[config.mk]
export PLATFORM = sky130hd
export DESIGN_NAME = debounce_edge
export DESIGN_NICKNAME = d
export VERILOG_FILES = /design/src/rtl/debounce_pkg.sv /design/src/rtl/sync_2ff.sv /design/src/rtl/debounce_edge.sv
export SDC_FILE = /design/constraint.sdc
export NUM_CORES = 1
export LEC_CHECK = 0
export CAP_MARGIN = 20
export CORE_MARGIN = 2
export CORE_UTILIZATION = 35
export DETAILED_ROUTE_END_ITERATION = 10
export GPL_TIMING_DRIVEN = 0
export SLEW_MARGIN = 20
export SYNTH_ARGS = -nofsm -noshare
export SYNTH_HDL_FRONTEND = slang
export SYNTH_SLANG_ARGS = --single-unit
[constraint.sdc]
create_clock -name clk -period 1.96 [get_ports clk]
set_input_delay 0.196 -clock clk [delete_from_list [all_inputs] [get_ports clk]]
set_output_delay 0.196 -clock clk [all_outputs]
set_load 0.02 [all_outputs]
[src/rtl/debounce_pkg.sv]
// Shared types and constants for the debounce_edge input stage.
// Holds the FSM encoding, default qualification length and event counter width.
package debounce_pkg;

    typedef enum logic [1:0] {
        ST_LOW       = 2'd0,
        ST_RISE_WAIT = 2'd1,
        ST_HIGH      = 2'd2,
        ST_FALL_WAIT = 2'd3
    } state_t;

    localparam int unsigned DEF_STABLE_CYCLES = 4;
    localparam int unsigned EVT_CNT_W         = 8;

    // Idle state that matches a given resting level
    function automatic state_t reset_state(input logic lvl);
        return lvl ? ST_HIGH : ST_LOW;
    endfunction

endpackage

[src/rtl/sync_2ff.sv]
// Single-bit two-flop synchronizer for asynchronous inputs.
// Both stages take RESET_VAL while rst is low.
module sync_2ff #(
    parameter logic RESET_VAL = 1'b0
) (
    input  logic clk,
    input  logic rst,
    input  logic d,
    output logic q
);

    logic r_s1;
    logic r_s2;

    // Shift the raw input through two flops to settle metastability
    always_ff @(posedge clk or negedge rst) begin
        if (!rst) begin
            r_s1 <= RESET_VAL;
            r_s2 <= RESET_VAL;
        end else begin
            r_s1 <= d;
            r_s2 <= r_s1;
        end
    end

    assign q = r_s2;

endmodule

[src/rtl/debounce_edge.sv]
// Debounce and edge-detect stage: sync, qualify for STABLE_CYCLES, emit pulses.
// Optional macro DEBOUNCE_EVT_CNT_EN adds an 8-bit accepted-transition counter.
module debounce_edge
    import debounce_pkg::*;
#(
    parameter int unsigned STABLE_CYCLES = DEF_STABLE_CYCLES,
    parameter logic        RESET_LEVEL   = 1'b0
) (
    input  logic clk,
    input  logic rst,
    input  logic d_in,
    output logic level_out,
    output logic rise_pulse,
    output logic fall_pulse,
`ifdef DEBOUNCE_EVT_CNT_EN
    output logic busy,
    output logic [EVT_CNT_W-1:0] evt_cnt
`else
    output logic busy
`endif
);

    localparam int unsigned CNT_W = $clog2(STABLE_CYCLES + 1);
    localparam logic [CNT_W-1:0] CNT_ONE  = CNT_W'(1);
    localparam logic [CNT_W-1:0] CNT_LAST = CNT_W'(STABLE_CYCLES - 1);
    // With a one-cycle window the first differing sample is accepted at once
    localparam logic DIRECT = (STABLE_CYCLES == 1);

    state_t           r_state;
    logic [CNT_W-1:0] r_cnt;
    logic             r_level;
    logic             r_rise;
    logic             r_fall;
    logic             r_busy;

    logic w_sync;
    logic w_acc_rise;
    logic w_acc_fall;
    logic w_last;

    sync_2ff #(
        .RESET_VAL (RESET_LEVEL)
    ) u_sync (
        .clk (clk),
        .rst (rst),
        .d   (d_in),
        .q   (w_sync)
    );

    assign w_last = (r_cnt == CNT_LAST);

    assign w_acc_rise = w_sync &
        (((r_state == ST_LOW) & DIRECT) |
         ((r_state == ST_RISE_WAIT) & w_last));

    assign w_acc_fall = ~w_sync &
        (((r_state == ST_HIGH) & DIRECT) |
         ((r_state == ST_FALL_WAIT) & w_last));

    // Qualification FSM with registered level, pulses and busy flag
    always_ff @(posedge clk or negedge rst) begin
        if (!rst) begin
            r_state <= reset_state(RESET_LEVEL);
            r_cnt   <= '0;
            r_level <= RESET_LEVEL;
            r_rise  <= 1'b0;
            r_fall  <= 1'b0;
            r_busy  <= 1'b0;
        end else begin
            r_rise <= w_acc_rise;
            r_fall <= w_acc_fall;
            unique case (r_state)
                ST_LOW: begin
                    r_level <= 1'b0;
                    if (w_acc_rise) begin
                        r_state <= ST_HIGH;
                        r_level <= 1'b1;
                        r_busy  <= 1'b0;
                        r_cnt   <= '0;
                    end else if (w_sync) begin
                        r_state <= ST_RISE_WAIT;
                        r_busy  <= 1'b1;
                        r_cnt   <= CNT_ONE;
                    end
                end
                ST_RISE_WAIT: begin
                    if (!w_sync) begin
                        r_state <= ST_LOW;
                        r_busy  <= 1'b0;
                        r_cnt   <= '0;
                    end else if (w_acc_rise) begin
                        r_state <= ST_HIGH;
                        r_level <= 1'b1;
                        r_busy  <= 1'b0;
                        r_cnt   <= '0;
                    end else begin
                        r_cnt <= r_cnt + CNT_ONE;
                    end
                end
                ST_HIGH: begin
                    r_level <= 1'b1;
                    if (w_acc_fall) begin
                        r_state <= ST_LOW;
                        r_level <= 1'b0;
                        r_busy  <= 1'b0;
                        r_cnt   <= '0;
                    end else if (!w_sync) begin
                        r_state <= ST_FALL_WAIT;
                        r_busy  <= 1'b1;
                        r_cnt   <= CNT_ONE;
                    end
                end
                ST_FALL_WAIT: begin
                    if (w_sync) begin
                        r_state <= ST_HIGH;
                        r_busy  <= 1'b0;
                        r_cnt   <= '0;
                    end else if (w_acc_fall) begin
                        r_state <= ST_LOW;
                        r_level <= 1'b0;
                        r_busy  <= 1'b0;
                        r_cnt   <= '0;
                    end else begin
                        r_cnt <= r_cnt + CNT_ONE;
                    end
                end
            endcase
        end
    end

`ifdef DEBOUNCE_EVT_CNT_EN
    logic [EVT_CNT_W-1:0] r_evt_cnt;

    // Count accepted transitions on the same edge the pulse rises; wraps
    always_ff @(posedge clk or negedge rst) begin
        if (!rst) begin
            r_evt_cnt <= '0;
        end else if (w_acc_rise | w_acc_fall) begin
            r_evt_cnt <= r_evt_cnt + EVT_CNT_W'(1);
        end
    end

    assign evt_cnt = r_evt_cnt;
`endif

    assign level_out  = r_level;
    assign rise_pulse = r_rise;
    assign fall_pulse = r_fall;
    assign busy       = r_busy;

endmodule
Word-level counts from Yosys, hierarchy flattened:

Index checks and enable logic that the tools add are counted.

* flip-flop bits (word level): 11
* input bits: 3
* output and inout bits: 4
* word-level logic and storage cells: 63

* $add $sub $neg: 1
* eq/ne operators: 12
* multiplexer cells: 33
* bitwise logic cells: 5
* reduce and logical (&&, ||, !) cells: 4

Operators by type and width (count)
* 3-bit two-way mux: 8
* 2-bit two-way mux: 8
* 1-bit two-way mux: 13
* 3-bit case mux with 4 select lines: 1
* 1-bit case mux with 4 select lines: 2
* 2-bit case mux with 4 select lines: 1
* 4-bit AND reduction: 2
* 2-bit inequality test (second input constant): 3
* 3-bit by 2-bit inequality test with 1-bit output (second input constant): 2
* 3-bit inequality test (second input constant): 2
* 1-bit AND: 4
* 2-bit == test (second input constant): 2
* 3-bit by 1-bit adder with 3-bit output (second input constant): 1
* 3-bit by 2-bit == test with 1-bit output (second input constant): 1
* 2-bit by 1-bit == test with 1-bit output (second input constant): 1
* 2-bit logical NOT: 1
* 2-bit by 1-bit inequality test with 1-bit output (second input constant): 1
* 2-bit AND reduction: 1
* 1-bit NOT: 1

Logic depth before layout (Yosys ltp):

Gate-level depths: netlist of the first run.

* depth in word-level cells: 6
* mapped depth: 6
* mapped depth without buffers: 5

Hierarchy:

From an unflattened synthesis of the first run, not the netlist that was laid out.

* cells, all modules: 35
* area, all modules: 400.4 um^2

Modules (own cells, without submodules)
* debounce_edge: instances 1, cells each 33, area an instance 350.3 um^2
* sync_2ff: instances 1, cells each 2, area an instance 50.0 um^2

Worst setup path after synthesis of the first run:

No wires, ideal clock.

* path type: reg2reg
* from: register r_state[0]
* to: register (tool-made name)
* arrival time: 1416 ps
* required time: 1834 ps
* setup slack: 418 ps
* stages on the path, launching flop included: 6
* path buffers: 0
* clock period less this slack: 1542 ps
* path through: dfrtp_1 inv_1 ha_1 nor2b_1 o21ai_0 a221o_1

RTL lines
* from (decl): RTL line debounce_edge.sv:29 `state_t r_state;`
* from (signal assigned): RTL line debounce_edge.sv:63 `r_state <= reset_state(RESET_LEVEL);`

Final worst setup path of the first run:

* from: register r_cnt[0]
* to: register r_cnt[0]

* word-level cells in the longest chain between the ends: 6
* elaborated cells between the ends (all ways): 16
* those cells by class: add/sub: 1; eq/ne: 3; mux: 7; bitwise: 4; reduce/logical: 1

RTL lines
* from (decl): RTL line debounce_edge.sv:30 `logic [CNT_W-1:0] r_cnt;`
* from (signal assigned): RTL line debounce_edge.sv:97 `r_cnt <= r_cnt + CNT_ONE;`
* from (signal assigned): RTL line debounce_edge.sv:124 `r_cnt <= r_cnt + CNT_ONE;`
* 3-bit by 2-bit == test with 1-bit output: RTL line debounce_edge.sv:50 `assign w_last = (r_cnt == CNT_LAST);`
* 1-bit AND (on tied branches): RTL line debounce_edge.sv:58, debounce_edge.sv:54
* 1-bit AND (on tied branches): RTL line debounce_edge.sv:56, debounce_edge.sv:52
* 3-bit two-way mux (on tied branches): RTL line debounce_edge.sv:118, debounce_edge.sv:91
* 3-bit two-way mux (on tied branches): RTL line debounce_edge.sv:114, debounce_edge.sv:87
* 3-bit case mux with 4 select lines: RTL line debounce_edge.sv:72 `unique case (r_state)`

Parallel ways exist; a longest one is shown, timed or not.
A chain may end at the register's enable or synchronous reset.

==> flow_summary.yaml, run 1 <==
outcome:
  result_of_the_run: "finished clean"
route:
  via_per_inst: 4.843
  wl_per_cell_um: 11.74
  routed-via-count: 431
  first_pass_iteration_count_of_the_detailed_router: 4
  antenna_violating_nets_post_route: 0
  routed_wl_um: 1045
  drc: 0
  drt_first_iter_violations: 6
sta:
  timing.final.crit_period_ns: 1.682
  maxSlewViolCount: 0
  setup_violations: 0
  rsz0062_at_grt: "false"
  postLayoutSetupSlackWorst_ns: 0.2781
  maxSlewHeadroom: 0.6900
  timing.final.crit_share: 0.8581
  final.hold.worst_slack_ns: 0.2487
  worst_slew_pin_slew_ns: 0.4635
  clock-skew-final_ns: 0.003055
  final_hold_vios: 0
  timing.setup.tns_ns: 0
  fmax_mhz: 594.6
place:
  post_dp_cell_area_um2: 714.4
  numPortBuffers: 6
  numPlacedInstances: 86
  worst_setup_slack_before_clock_tree_synthesis_ns: 0.3103
  place.gp.congestion: 0.7742
  dp.final_hpwl_um: 764.8
clock_tree:
  cts.hold.buffers_added: 0
  cts_post_setup_buffers_inserted: 0
  root_buffer: "sky130_fd_sc_hd__clkbuf_4"
  worst_setup_hold_path_clk_slew_ns: 0.06
  ctsResizeCount: 0
  htreeDepth: 1
  cts_tree: "built"
  cts_buffers: 3
  clk_path_buf_depth: 2
  clkLatencyLatePin_ns: 0.26
  tritoncts_num_sinks: 10
critical_path:
  worst_ep_required_time_ns: 2.13
  worstPathArrival_ns: 1.86
  worstSetupEndpointType: "register"
  worstPathMaxFanout: 10
  worst_setup_path_start_kind: "register"
  crit_type: "reg2reg"
global_routing:
  grt_overflow: 0
  grt_pass1_wl_um: 1869
  grt_usage: 0.1304
  vias_in_the_first_global_route: 405
  maximum_number_of_pins_on_one_net_before_global_route_repair: 11
  initial_antenna_violation_count: 0
synth:
  postSynthCellCount: 55
  postSynthRegisterBits: 10
  post_synth_main_area_contributors: "sky130_fd_sc_hd__dfrtp_1 (40%), sky130_fd_sc_hd__ha_1 (12%), sky130_fd_sc_hd__a221oi_2 (4.8%)"
  dominantRegCellSynth: "sky130_fd_sc_hd__dfrtp_1"
  synth_top_cell_by_area: "sky130_fd_sc_hd__dfrtp_1"
  ys_warn_count: 0
  synthDistinctLibCells: 27
  synth_sequential_area_ratio: 0.4016
  syn_avg_cell_area_um2: 11.33
  synth_edf_count: 0
  mappedNetlistArea_um2: 623.1
  syn-num-nets: 64
  synth_async_sr_flop_share: 1.000
  synth_top_area_frac: 0.4016
layout:
  nFillCells: 159
  num_antenna_cells: 0
  final_standard_cell_area_without_fillers_um2: 737.0
  layout_cell_share_with_drive_strength_beyond_1: 0.1563
  fin_util: 0.4315
  number_of_nets_in_the_final_layout: 75
  synth_to_layout_area_growth_pct: 18.27
  layout.cells.non_filler: 89
floorplanning:
  core_um2: 1708
  std_cell_rows: 15
  die_height_um: 46.20
  ioPinCount: 7
  floorplan.initialDensity: 0.3648
  fp.dieArea_um2: 2134
  dieWidth_um: 46.20
power:
  power_density_nw_per_um2: 1332
  post_layout_power_uw: 981.8
  power_leakage_nw: 0.3444
  ir_drop_mv: 0.7115
worst_hold_path:
  min-delay-path-class: "in2async"
run:
  maxCapViolations: 0
==> Yosys cell counts (2+ instances only) <==
library cell	n
sky130_fd_sc_hd__a221oi_2	2
sky130_fd_sc_hd__and2_1	2
sky130_fd_sc_hd__dfrtp_1	10
sky130_fd_sc_hd__ha_1	6
sky130_fd_sc_hd__inv_1	4
sky130_fd_sc_hd__mux2i_1	2
sky130_fd_sc_hd__nand4b_1	2
sky130_fd_sc_hd__nor2_1	4
sky130_fd_sc_hd__nor2b_1	3
sky130_fd_sc_hd__o21ai_0	3
==> worst max-delay path, cell delays in order (launching register included) <==
cell and delay, ns:
sky130_fd_sc_hd__dfrtp_1 0.41, sky130_fd_sc_hd__ha_1 0.21, sky130_fd_sc_hd__ha_1 0.17, sky130_fd_sc_hd__buf_2 0.17, sky130_fd_sc_hd__and4b_1 0.23, sky130_fd_sc_hd__a22o_1 0.19
sky130_fd_sc_hd__a221oi_2 0.22
==> cells by family (layout without fill, tap and decap cells) <==
kind of cell,count (synthesis),after routing,share of synthesized area
AND/OR/NAND/NOR,17,17,0.1787
multiplexers,4,4,0.07429
buffers and inverters,6,15,0.05018
flip-flops,10,10,0.4016
AO/OA/AOI/OAI,12,12,0.1747
adder cells (fa/ha/maj),6,6,0.1205
==> placed cells by master, fill, tap and decap left out, drive strengths merged, types with 2 or more instances in the layout <==
master,synthesis,routed
dfrtp,10,10
ha,6,6
clkdlybuf4s50,0,6
inv,4,4
nor2,4,4
nor2b,3,3
o21ai,3,3
clkbuf,0,3
mux2i,2,2
and2,2,2
a221oi,2,2
nand4b,2,2
buf,2,2
mux2,2,2
==> layout make-up <==
class / count / area, um^2 / area share
timing repair buffer: 6 / 60.06 / 0.08149
sequential: 10 / 250.2 / 0.3396
buffer: 2 / 16.27 / 0.02207
tap: 25 / 31.28 / 0.04244
inverter: 4 / 15.01 / 0.02037
multi-input combinational: 39 / 341.6 / 0.4635
clock buffer: 3 / 22.52 / 0.03056
==> power breakdown <==
group	switching, mW	internal [mW]	total (mW)
sequential	0.0502	0.261	0.311
combinational	0.276	0.257	0.533
clock	0.0669	0.0708	0.138
==> path summary, 6_finish.rpt <==
kind	start	to	slack (ns)	depth (start not counted)
max	r_cnt[0]$_DFFE_PN0P_	r_cnt[0]$_DFFE_PN0P_	0.28	6
min	rst	r_cnt[0]$_DFFE_PN0P_	0.25	1
max reg2reg	r_cnt[0]$_DFFE_PN0P_	r_cnt[0]$_DFFE_PN0P_	0.28	6
min reg2reg	u_sync.r_s1$_DFF_PN0_	u_sync.q$_DFF_PN0_	0.35	0
max in group asynchronous	rst	asynchronous set/reset pin	1.39	1
min in group clk	u_sync.r_s1$_DFF_PN0_	u_sync.q$_DFF_PN0_	0.35	0
==> routing by layer <==
layer | vias to the layer above | track usage | wire [um]
met1 | 197 | 0.1703 | 553
met5 | - | 0 | 0
met2 | 10 | 0.1778 | 413
met3 | 5 | 0.05882 | 53
li1 | 219 | - | -
met4 | 0 | 0.06857 | 25
==> state kept, by name, summed over array words and instances, names as in the netlist, named ones only <==
name,count
rise_pulse,1
level_out,1
r_state,1
u_sync.r_s1,1
r_cnt,3
fall_pulse,1
u_sync.q,1
(Power assumes the default switching activity.)
==> run 2, diff against run 1 <==
Settings changed: CAP_MARGIN 20 to default.
==> results of run 2 <==
The final DEF is identical to that of run 1; final timing and power are the same.
==> run 3, diff against run 2 <==
Settings changed: CORE_MARGIN 2 to default, GPL_TIMING_DRIVEN 0 to default.
==> flow_summary.yaml, run 3 (synthesized netlist as in run 1, its figures left out) <==
sta:
  maxSlewHeadroom: 0.6851
  postLayoutSetupSlackWorst_ns: 0.3045
  final_hold_vios: 0
  timing.final.crit_period_ns: 1.656
  worst_slew_pin_slew_ns: 0.4708
  setup_violations: 0
  clock-skew-final_ns: 0.001157
  timing.final.crit_share: 0.8447
  fmax_mhz: 604.0
  maxSlewViolCount: 0
  timing.setup.tns_ns: 0
  rsz0062_at_grt: "false"
clock_tree:
  clkLatencyLatePin_ns: 0.26
  tritoncts_num_sinks: 10
  htreeDepth: 1
  cts_buffers: 3
  cts_post_setup_buffers_inserted: 0
  ctsResizeCount: 0
  clk_path_buf_depth: 2
  worst_setup_hold_path_clk_slew_ns: 0.06
  cts.hold.buffers_added: 0
  root_buffer: "sky130_fd_sc_hd__clkbuf_4"
  cts_tree: "built"
floorplanning:
  core_um2: 1577
  dieWidth_um: 44.20
  fp.dieArea_um2: 1953
  die_height_um: 44.20
  std_cell_rows: 14
  floorplan.initialDensity: 0.3952
  ioPinCount: 7
critical_path:
  worstSetupEndpointType: "register"
  crit_top_cell: "sky130_fd_sc_hd__ha_1"
  critPathBufInv: 0
  cpLargestDelayFamily: "adder cells"
  worst_ep_required_time_ns: 2.13
  cp_cell_sequence: "ha_1 -> ha_1 -> and4b_1 -> a22o_1 -> a221oi_2"
  worstPathMaxFanout: 10
  crit_type: "reg2reg"
  slowest_delay_ns: 0.40
  worstPathArrival_ns: 1.83
  worst_setup_path_start_kind: "register"
  crit_path_top_delay_cell: "sky130_fd_sc_hd__dfrtp_1"
route:
  wl_per_cell_um: 14.45
  first_pass_iteration_count_of_the_detailed_router: 4
  routed-via-count: 413
  routed_wl_um: 1127
  antenna_violating_nets_post_route: 0
  via_per_inst: 5.295
  drt_first_iter_violations: 10
  drc: 0
layout:
  synth_to_layout_area_growth_pct: 13.86
  final_standard_cell_area_without_fillers_um2: 709.4
  largest_register_ff_count: 3
  layout_cell_share_with_drive_strength_beyond_1: 0.1290
  largest-register: "r_cnt"
  num_antenna_cells: 0
  final_common_cell: "sky130_fd_sc_hd__dfrtp_1"
  final_cell_mix: "sky130_fd_sc_hd__dfrtp_1 (10), sky130_fd_sc_hd__ha_1 (6), sky130_fd_sc_hd__clkdlybuf4s50_1 (6), sky130_fd_sc_hd__inv_1 (4), sky130_fd_sc_hd__nor2_1 (4)"
  number_of_nets_in_the_final_layout: 73
global_routing:
  grt_pass1_wl_um: 1897
  maximum_number_of_pins_on_one_net_before_global_route_repair: 14
  grt_overflow: 0
  initial_antenna_violation_count: 0
  grt_usage: 0.1374
  vias_in_the_first_global_route: 415
power:
  power_leakage_nw: 0.3329
  ir_drop_mv: 0.6246
  power_density_nw_per_um2: 1385
  post_layout_power_uw: 982.3
place:
  post_dp_cell_area_um2: 686.9
  worst_setup_slack_before_clock_tree_synthesis_ns: 0.2939
  place.gp.congestion: 0.7993
  numPortBuffers: 6
  dp.final_hpwl_um: 813.2
worst_hold_path:
  min-delay-path-class: "in2async"
run:
  maxCapViolations: 0
outcome:
  result_of_the_run: "finished clean"
run 3: area by class of cell:
cell class,count,area (um^2)
Sequential cell,10,250.2
Inverter,4,15.01
Tap cell,16,20.02
Clock buffer,3,22.52
Fill cell,156,867.1
Multi-Input combinational cell,39,341.6
Timing Repair Buffer,6,60.06
run 3: final timing paths:
| path | start | endpoint | slack [ns] | depth (start not counted) |
|---|---|---|---|---|
| setup reg to reg | r_cnt[0]$_DFFE_PN0P_ | r_cnt[0]$_DFFE_PN0P_ | 0.30 | 5 |
| setup / recovery | r_cnt[0]$_DFFE_PN0P_ | r_cnt[0]$_DFFE_PN0P_ | 0.30 | 5 |
| max in group asynchronous | rst | u_sync.q$_DFF_PN0_ | 1.39 | 1 |
| hold / removal | rst | fall_pulse$_DFF_PN0_ | 0.25 | 1 |
| min in group clk | u_sync.r_s1$_DFF_PN0_ | u_sync.q$_DFF_PN0_ | 0.35 | 0 |
| hold reg to reg | u_sync.r_s1$_DFF_PN0_ | u_sync.q$_DFF_PN0_ | 0.35 | 0 |
run 3: stage by stage:
step | utilization | std cells | hold slack [ns]
after floorplan | - | 55 | -0.09959
after global placement | 0.4357 | 75 | 0.3340
after CTS | 0.4500 | 78 | 0.2658
after global routing | 0.4500 | 78 | 0.2816
after detailed placement | 0.4357 | 75 | 0.3442
final | 0.4500 | 78 | 0.2537
run 3: worst register-to-register path: cells and delay by family (launching register included):
family,cells,cell delay (ns)
AND/OR/NAND/NOR,1,0.27
adder cells (fa/ha/maj),2,0.49
AO/OA/AOI/OAI,2,0.40
flip-flops,1,0.40
run 3: layer usage:
metal	part of all wire	global-route usage	up-vias
li1	-	-	213
met1	0.51	0.1904	189
met2	0.43	0.1853	9
met3	0.052	0.06122	2
met4	0.013	0.05455	0
met5	0	0	-
run 3: power by group:
group	total [mW]	switching [mW]	internal (mW)
combinational	0.529	0.273	0.256
sequential	0.314	0.0531	0.261
clock	0.139	0.0678	0.0709
